--- src/rtl/alu_cmd_pkg.sv ---
// Shared EX-stage definitions: ALU EXE_CMD encodings, status-register bit
// positions and the MUL sequencer state encoding.
package alu_cmd_pkg;

  // ALU EXE_CMD encodings
  localparam logic [3:0] EXE_NOP = 4'h0;
  localparam logic [3:0] EXE_MOV = 4'h1;
  localparam logic [3:0] EXE_ADD = 4'h2;
  localparam logic [3:0] EXE_MVN = 4'h9;

  // Status register bit positions within {N,Z,C,V}
  localparam int SR_N = 3;
  localparam int SR_Z = 2;
  localparam int SR_C = 1;
  localparam int SR_V = 0;

  typedef enum logic [1:0] {
    ST_IDLE = 2'd0,
    ST_RUN  = 2'd1,
    ST_DONE = 2'd2
  } mul_state_e;

  // New {N,Z,C,V}: N and Z from the product, C and V carried over from sr.
  function automatic logic [3:0] mul_flags(input logic msb, input logic zero,
                                           input logic [3:0] sr);
    logic [3:0] f;
    f       = sr & 4'b0011;
    f[SR_N] = msb;
    f[SR_Z] = zero;
    return f;
  endfunction

endpackage

--- src/rtl/alu_mul_sequencer.sv ---
// alu_mul_sequencer: multi-cycle 32-bit MUL (low word) built from shift-add
// iterations on the shared EX-stage ALU. While running it owns the ALU inputs
// (alu_sel) and stalls the pipeline; the product and optional {N,Z,C,V}
// update are presented for one cycle with done.
// Optional feature macro: MUL_EARLY_EXIT_EN -- finish as soon as no set
// multiplier bits remain instead of always iterating WIDTH times.
module alu_mul_sequencer
  import alu_cmd_pkg::*;
#(
  parameter int WIDTH = 32,
  parameter int CNT_W = 6
) (
  input  logic             clk,
  input  logic             rst,
  input  logic             start,
  input  logic [WIDTH-1:0] op_a,
  input  logic [WIDTH-1:0] op_b,
  input  logic             set_s,
  input  logic [3:0]       sr_in,
  input  logic [WIDTH-1:0] alu_result,
  output logic             alu_sel,
  output logic [WIDTH-1:0] alu_in1,
  output logic [WIDTH-1:0] alu_in2,
  output logic [3:0]       alu_cmd,
  output logic             stall,
  output logic             done,
  output logic [WIDTH-1:0] product,
  output logic             sr_we,
  output logic [3:0]       sr_out
);

  mul_state_e       state_q, state_d;
  logic [WIDTH-1:0] mcand_q;
  logic [WIDTH-1:0] mplier_q;
  logic [WIDTH-1:0] acc_q;
  logic [CNT_W-1:0] count_q;
  logic             s_q;
  logic [WIDTH-1:0] product_q;
  logic [3:0]       sr_out_q;
  logic             last_iter;

  // Last RUN iteration: fixed count, or optionally no multiplier bits left
  always_comb begin
`ifdef MUL_EARLY_EXIT_EN
    last_iter = (count_q == CNT_W'(WIDTH - 1)) || ((mplier_q >> 1) == '0);
`else
    last_iter = (count_q == CNT_W'(WIDTH - 1));
`endif
  end

  // State register
  always_ff @(posedge clk) begin
    if (rst) begin
      state_q <= ST_IDLE;
    end else begin
      state_q <= state_d;
    end
  end

  // Next-state and ALU/pipeline control outputs
  always_comb begin
    state_d = state_q;
    alu_sel = 1'b0;
    alu_in1 = '0;
    alu_in2 = '0;
    alu_cmd = EXE_NOP;
    stall   = 1'b0;
    done    = 1'b0;
    sr_we   = 1'b0;
    case (state_q)
      ST_IDLE: begin
        // hold the issuing instruction in EX the same cycle start is seen
        stall = start;
        if (start) begin
          state_d = ST_RUN;
        end else begin
          state_d = ST_IDLE;
        end
      end
      ST_RUN: begin
        alu_sel = 1'b1;
        alu_in1 = mcand_q;
        alu_in2 = acc_q;
        // MOV passes the accumulator through unchanged when the bit is 0
        alu_cmd = mplier_q[0] ? EXE_ADD : EXE_MOV;
        stall   = 1'b1;
        if (last_iter) begin
          state_d = ST_DONE;
        end else begin
          state_d = ST_RUN;
        end
      end
      ST_DONE: begin
        done    = 1'b1;
        sr_we   = s_q;
        state_d = ST_IDLE;
      end
      default: begin
        state_d = ST_IDLE;
      end
    endcase
  end

  // Operand capture, shift-add datapath and result/flag registers
  always_ff @(posedge clk) begin
    if (rst) begin
      mcand_q   <= '0;
      mplier_q  <= '0;
      acc_q     <= '0;
      count_q   <= '0;
      s_q       <= 1'b0;
      product_q <= '0;
      sr_out_q  <= 4'h0;
    end else begin
      case (state_q)
        ST_IDLE: begin
          if (start) begin
            mcand_q  <= op_a;
            mplier_q <= op_b;
            s_q      <= set_s;
            acc_q    <= '0;
            count_q  <= '0;
          end
        end
        ST_RUN: begin
          acc_q    <= alu_result;
          mcand_q  <= mcand_q << 1;
          mplier_q <= mplier_q >> 1;
          count_q  <= count_q + CNT_W'(1);
          if (last_iter) begin
            // ADD carry-out is simply dropped: product is mod 2**WIDTH
            product_q <= alu_result;
            sr_out_q  <= mul_flags(alu_result[WIDTH-1], alu_result == '0, sr_in);
          end
        end
        default: begin
          acc_q <= acc_q;
        end
      endcase
    end
  end

  assign product = product_q;
  assign sr_out  = sr_out_q;

endmodule

--- config.mk ---
export PLATFORM = sky130hd
export DESIGN_NAME = alu_mul_sequencer
export DESIGN_NICKNAME = d
export VERILOG_FILES = /design/src/rtl/alu_cmd_pkg.sv /design/src/rtl/alu_mul_sequencer.sv
export SDC_FILE = /design/constraint.sdc
export NUM_CORES = 1
export LEC_CHECK = 0
export CAP_MARGIN = 0
export CORE_UTILIZATION = 45
export DETAILED_ROUTE_END_ITERATION = 8
export GPL_TIMING_DRIVEN = 0
export PLACE_DENSITY = 0.91
export SLEW_MARGIN = 10
export SYNTH_ARGS = -nofsm -noshare
export SYNTH_HDL_FRONTEND = slang
export SYNTH_SLANG_ARGS = --single-unit
--- constraint.sdc ---
create_clock -name clk -period 2.05 [get_ports clk]
set_clock_uncertainty 0.2 [all_clocks]
set_input_delay 0.3075 -clock clk [delete_from_list [all_inputs] [get_ports clk]]
set_output_delay 0.3075 -clock clk [all_outputs]
set_load 0.1 [all_outputs]
Yosys cells after proc, flatten, opt, wreduce, memory -nomap -nowiden
Index checks and enable logic that the tools add are counted.

storage, ports and cells
  bits of input ports = 104
  output and inout bits = 108
  register bits after elaboration = 141
  logic and storage cells = 38

operators by class
  eq/ne operators = 4
  mux-type cells = 19
  add/sub/neg operators = 1
  reductions and logical operators = 6

operators by type and width
  kind                                                  count
  case mux 32 bit (2 select lines)                      3
  two-way mux 32 bit                                    5
  zero test 32 bit                                      1
  case mux 6 bit (2 select lines)                       1
  adder 6 x 1 -> 6 bit (second input constant)          1
  equality test 6 x 5 -> 1 bit (second input constant)  1
  two-way mux 2 bit                                     3
  two-way mux 6 bit                                     1
  AND reduction 2 bit                                   3
  two-way mux 1 bit                                     4
  case mux 2 bit (2 select lines)                       1
  equality test 2 x 1 -> 1 bit (second input constant)  1
  equality test 2 bit (second input constant)           1
  zero test 2 bit                                       1
  != test 2 bit (second input constant)                 1
  case mux 1 bit (2 select lines)                       1
  nonzero test 2 bit                                    1

Depth between registers and ports, before layout
  depth in word-level cells = 3
  mapped depth = 6
  mapped depth without buffers = 4

Worst setup path after synthesis
No wires, ideal clock.

  path kind = register to output
  start = register state_q[0]
  end = output port sr_we
  arrival time = 2957 ps
  buffers on the path = 2
  path slack = -1414 ps
  cell stages (with the launch flop) = 5
  required time = 1542 ps
  path through = dfxtp_1 -> buf_6 -> buf_2 -> nor2b_1 -> and2_1

between the ends
  longest elaborated chain between the ends = 2

ends and longest elaborated chain
  item                      line                     text
  start: declaration        alu_mul_sequencer.sv:32  mul_state_e state_q, state_d;
  start signal: assignment  alu_mul_sequencer.sv:56  state_q <= state_d;
  equality test 2 bit       alu_mul_sequencer.sv:70  case (state_q)
  two-way mux 1 bit         alu_mul_sequencer.sv:70
  end: declaration          alu_mul_sequencer.sv:28  output logic sr_we,

Every way passes these cells.

Final worst setup path
  start = register state_q[1]
  end = output port alu_in1[9]

between the ends
  longest elaborated chain between the ends = 2

ends and longest elaborated chain
  item                          line                     text
  equality test 2 x 1 -> 1 bit  alu_mul_sequencer.sv:70
  two-way mux 32 bit            alu_mul_sequencer.sv:70
  end: declaration              alu_mul_sequencer.sv:22  output logic [WIDTH-1:0] alu_in1,

Every way passes these cells.

==> key figures <==
Power and ir drop
  – Sw Share: 26.9%
  – VDD IR-drop max: roughly 0.76 mV
  – NetSw: 1.98 mW
  – Clock Power Share: 40.2%
  – Flop pwr share: about two fifths
  – P_leak: between 3 and 4 nW
  – Combinational Power Share: ~20%
  – PwrDens: between 700 and 800 nW/um^2
  – Pint: 5.38 mW

Setup path
  – Worst R2R End: mcand_q[3]$_SDFFE_PP0P_
  – Crit path cell chain: nand2b_4 -> inv_4 -> buf_8 -> buf_12 -> clkbuf_16 -> and2_4 -> buf_12
  – Worst Setup EP: alu_in1[9]
  – Crit-path max FO: 6
  – Start of the worst register-to-register path: state_q[1]$_SDFF_PP0_
  – Reg2reg path depth: 9
  – Slowest CP cell: dfxtp_2
  – Crit path buffers/inverters: 5
  – Crit path launch: state_q[1]$_SDFF_PP0_
  – Worst path arrival time: about 1700 ps
  – Crit path max-delay family: buffers and inverters
  – Critical Path Max Stage Delay: 320 ps
  – Cell mode on critical path: buf_12
  – CP required: 1540 ps
  – Crit end category: primary output
  – R2R setup slack: 10 ps
  – Stages on worst setup path: 7
  – Critical Path Source Type: flip-flop
  – WS Path Type: reg2out

STA
  – Setup slack after layout: -149 ps
  – Rel. slew slack: 61.4%
  – Setup violation total in the final timing report: 60
  – Hold slack: 269 ps
  – Measured slew at the worst slew-check pin: 582 ps
  – Max-slew violation count: 0
  – Max Clock Freq: 455 MHz
  – Final Hold Fails: 0
  – Fin crit share: 107%
  – Crit path time final: 2200 ps
  – RSZ-0062 raised after global routing: yes

Global route
  – First-pass GRT wire length: 29800 um
  – Congestion Overflow GR: 0
  – Maximum number of pins on one net before global-route repair: 20
  – Vias in the first global route: 5839
  – GRT Overall Usage: 28.6%
  – Initial antenna violation count: 0

Floorplanning
  – Io pins: 212
  – Die H: 117 um
  – Placeable Area: 12800 sq um
  – Starting Density: 46.8%
  – Horiz. Die Dim: 117 um
  – Die area: 13700 sq um
  – Row count: 41

Job
  – Number of max-cap violations: 0

Clock tree
  – CTS tree: built
  – Cts bufs inserted: 17
  – Worst-path clk slew: about 60 ps
  – Clock sinks: 140
  – Max H-tree Level: 4
  – Worst skew pair latency: around 420 ps
  – Bufs on Longest Clock Path: 2
  – Clock root buffer: clkbuf_16

Final layout
  – Final core occ: 78.6%
  – Fillers: 756
  – Finished layout cell area: ~10000 sq um
  – Ant diodes: 0
  – Area Growth Syn to Fin: 68.1%
  – Final nets: 990
  – Fraction of layout cells with a size suffix above 1: 33.4%

Outcome
  – Status: finished, violations left
  – Violated checks: setup timing

Place
  – Placed Instance Area: ~8400 sq um
  – Port buffer count: 206
  – Post-DP HPWL: 12700 um
  – Gp weighted congestion: 0.805

Min path
  – Worst Hold Class: in2reg

Logic synthesis
  – Syn Std Cell Area: about 6000 sq um
  – Primary FF master, synth: dfxtp_1
  – Yosys cell types: 44
  – Sequential share of the synthesized area: 46.9%
  – Syn Area/Cell: between 9 and 10 sq um
  – Post-synth ARST share: 0%
  – Post-Synthesis Cells: 644
  – EDFF count, synth: 0
  – Register bit total from synthesis: 140
  – Synth Warn #: 0

Route
  – Drt drc: 0
  – Post-route ant nets: 0
  – Routed WL per cell: around 19 um
  – Avg Vias per Cell: between 5 and 6
  – WL final: 20300 um
  – DR vias: 6048
  – Pre-antenna DRT Iters: 7
  – Initial DRC count: ~630
[worst min-delay path: stages]
cell and delay, ps:
clkdlybuf4s50_1 420, nand2_1 70, a21oi_1 50
[flip-flops by register name, indices dropped and copies added (netlist names)]
register and count:
mcand_q 32, state_q 2, s_q 1, acc_q 32
mplier_q 32, product 32, sr_out 3, count_q 6
[layout by cell type, fill, tap and decap left out, types with 2 or more instances in the layout]
| master | netlist | layout |
|---|---|---|
| buf_2 | 18 | 16 |
| a21oi_1 | 38 | 38 |
| nor2_1 | 99 | 98 |
| a22oi_1 | 35 | 35 |
| buf_8 | 0 | 5 |
| clkbuf_16 | 0 | 23 |
| clkbuf_1 | 29 | 24 |
| clkdlybuf4s50_1 | 0 | 100 |
| buf_6 | 9 | 8 |
| nand2_1 | 4 | 4 |
| dfxtp_1 | 140 | 138 |
| and4_1 | 3 | 3 |
| or3b_2 | 32 | 32 |
| inv_1 | 3 | 2 |
| and2_4 | 0 | 49 |
| nand4_1 | 2 | 2 |
| nor4_1 | 8 | 8 |
| a222oi_1 | 31 | 31 |
| buf_4 | 4 | 17 |
| buf_12 | 0 | 68 |
| a22o_1 | 32 | 32 |
| nor3_1 | 31 | 31 |
| and2_2 | 0 | 17 |
| o21ai_0 | 2 | 2 |
| clkbuf_8 | 0 | 6 |
| buf_1 | 3 | 3 |
| clkbuf_4 | 0 | 2 |
| conb_1 | 1 | 2 |
| o31ai_1 | 2 | 2 |
| clkinv_2 | 0 | 4 |
| clkdlybuf4s15_2 | 0 | 36 |
| nand2b_1 | 31 | 31 |
[worst min path at each step]
stage / to / slack, ps / from / depth (start not counted)
floorplan: s_q$_SDFFE_PP0P_ / 230 / s_q$_SDFFE_PP0P_ / 2
global placement: sr_out[2]$_SDFFE_PP0P_ / 250 / sr_out[2]$_SDFFE_PP0P_ / 1
detailed placement: sr_out[2]$_SDFFE_PP0P_ / 260 / sr_out[2]$_SDFFE_PP0P_ / 1
CTS: s_q$_SDFFE_PP0P_ / 270 / set_s / 3
global route: s_q$_SDFFE_PP0P_ / 280 / set_s / 3
finish: s_q$_SDFFE_PP0P_ / 270 / set_s / 3
[repair_timing]
item                       in CTS  in global routing
resized for setup             773                 33
setup endpoints to repair     156                 99
pin swaps                       3                  8
setup buffers                   8                  3
cloned                          1                  5
hold buffers                    0                  0
[stage by stage]
stage	total power, mW	setup WS (ps)	setup TNS (ps)	cells
2_1_floorplan	3.76	-233	-233	645
3_3_place_gp	4.17	-1480	-104040	1023
3_5_place_dp	4.20	-1470	-105500	1023
4_1_cts	7.29	-177	-8270	1062
5_1_grt	7.62	-187	-9620	1070
6_report	7.37	-149	-7020	1070
[synthesized netlist by cell type, types with 2 or more instances]
| master | number | share of area (%) |
|---|---|---|
| and4_1 | 3 | 0.44 |
| buf_2 | 18 | 1.5 |
| nand4_1 | 2 | 0.21 |
| or3b_2 | 32 | 4.7 |
| dfxtp_1 | 140 | 47 |
| clkbuf_1 | 29 | 1.8 |
| o31ai_1 | 2 | 0.25 |
| nor2_1 | 99 | 6.2 |
| a222oi_1 | 31 | 5.2 |
| and2_1 | 66 | 6.9 |
| nand2_1 | 4 | 0.25 |
| inv_1 | 3 | 0.19 |
| buf_6 | 9 | 1.7 |
| nor3_1 | 31 | 2.6 |
| a22o_1 | 32 | 4.7 |
| nor4_1 | 8 | 0.84 |
| buf_1 | 3 | 0.19 |
| a21oi_1 | 38 | 3.2 |
| a22oi_1 | 35 | 4.4 |
| buf_4 | 4 | 0.50 |
| nand2b_1 | 31 | 3.2 |
| o21ai_0 | 2 | 0.17 |
[power by group through the flow]
stage / sequential [mW] / combinational [mW] / clock (mW)
6_report: 2.95 / 1.46 / 2.96
5_1_grt: 2.96 / 1.53 / 3.12
4_1_cts: 2.94 / 1.37 / 2.98
3_5_place_dp: 2.99 / 1.20 / 0
3_3_place_gp: 2.99 / 1.18 / 0
2_1_floorplan: 2.97 / 0.787 / 0
[logic make-up after synthesis]
kind of cell	after synthesis	share of synthesized area, %
AOI/OAI and AO/OA	148	19.2
adders and majority gates	1	0.209
buffers and inverters	67	5.97
DFF	140	46.9
other	1	0.0628
and+or+nand+nor	287	27.6
[layer usage]
layer	track usage, %	up-vias	wire [um]
met5	0	-	0
met4	11.1	0	472
met3	9.89	39	1610
met2	50.6	296	10500
met1	31.5	2895	7750
li1	-	2818	-
[cell type report]
| type | count | area, sq um | share of cell area, % |
|---|---|---|---|
| Timing Repair Buffer | 223 | 3010 | 30.0 |
| Multi-Input combinational cell | 438 | 2980 | 29.7 |
| Sequential cell | 140 | 2810 | 28.0 |
| Clock buffer | 26 | 519 | 5.17 |
| Buffer | 61 | 419 | 4.18 |
| Tap cell | 172 | 215 | 2.14 |
| Clock inverter | 6 | 57.6 | 0.573 |
| Inverter | 4 | 22.5 | 0.224 |
Power figures use the tool's default switching activity.
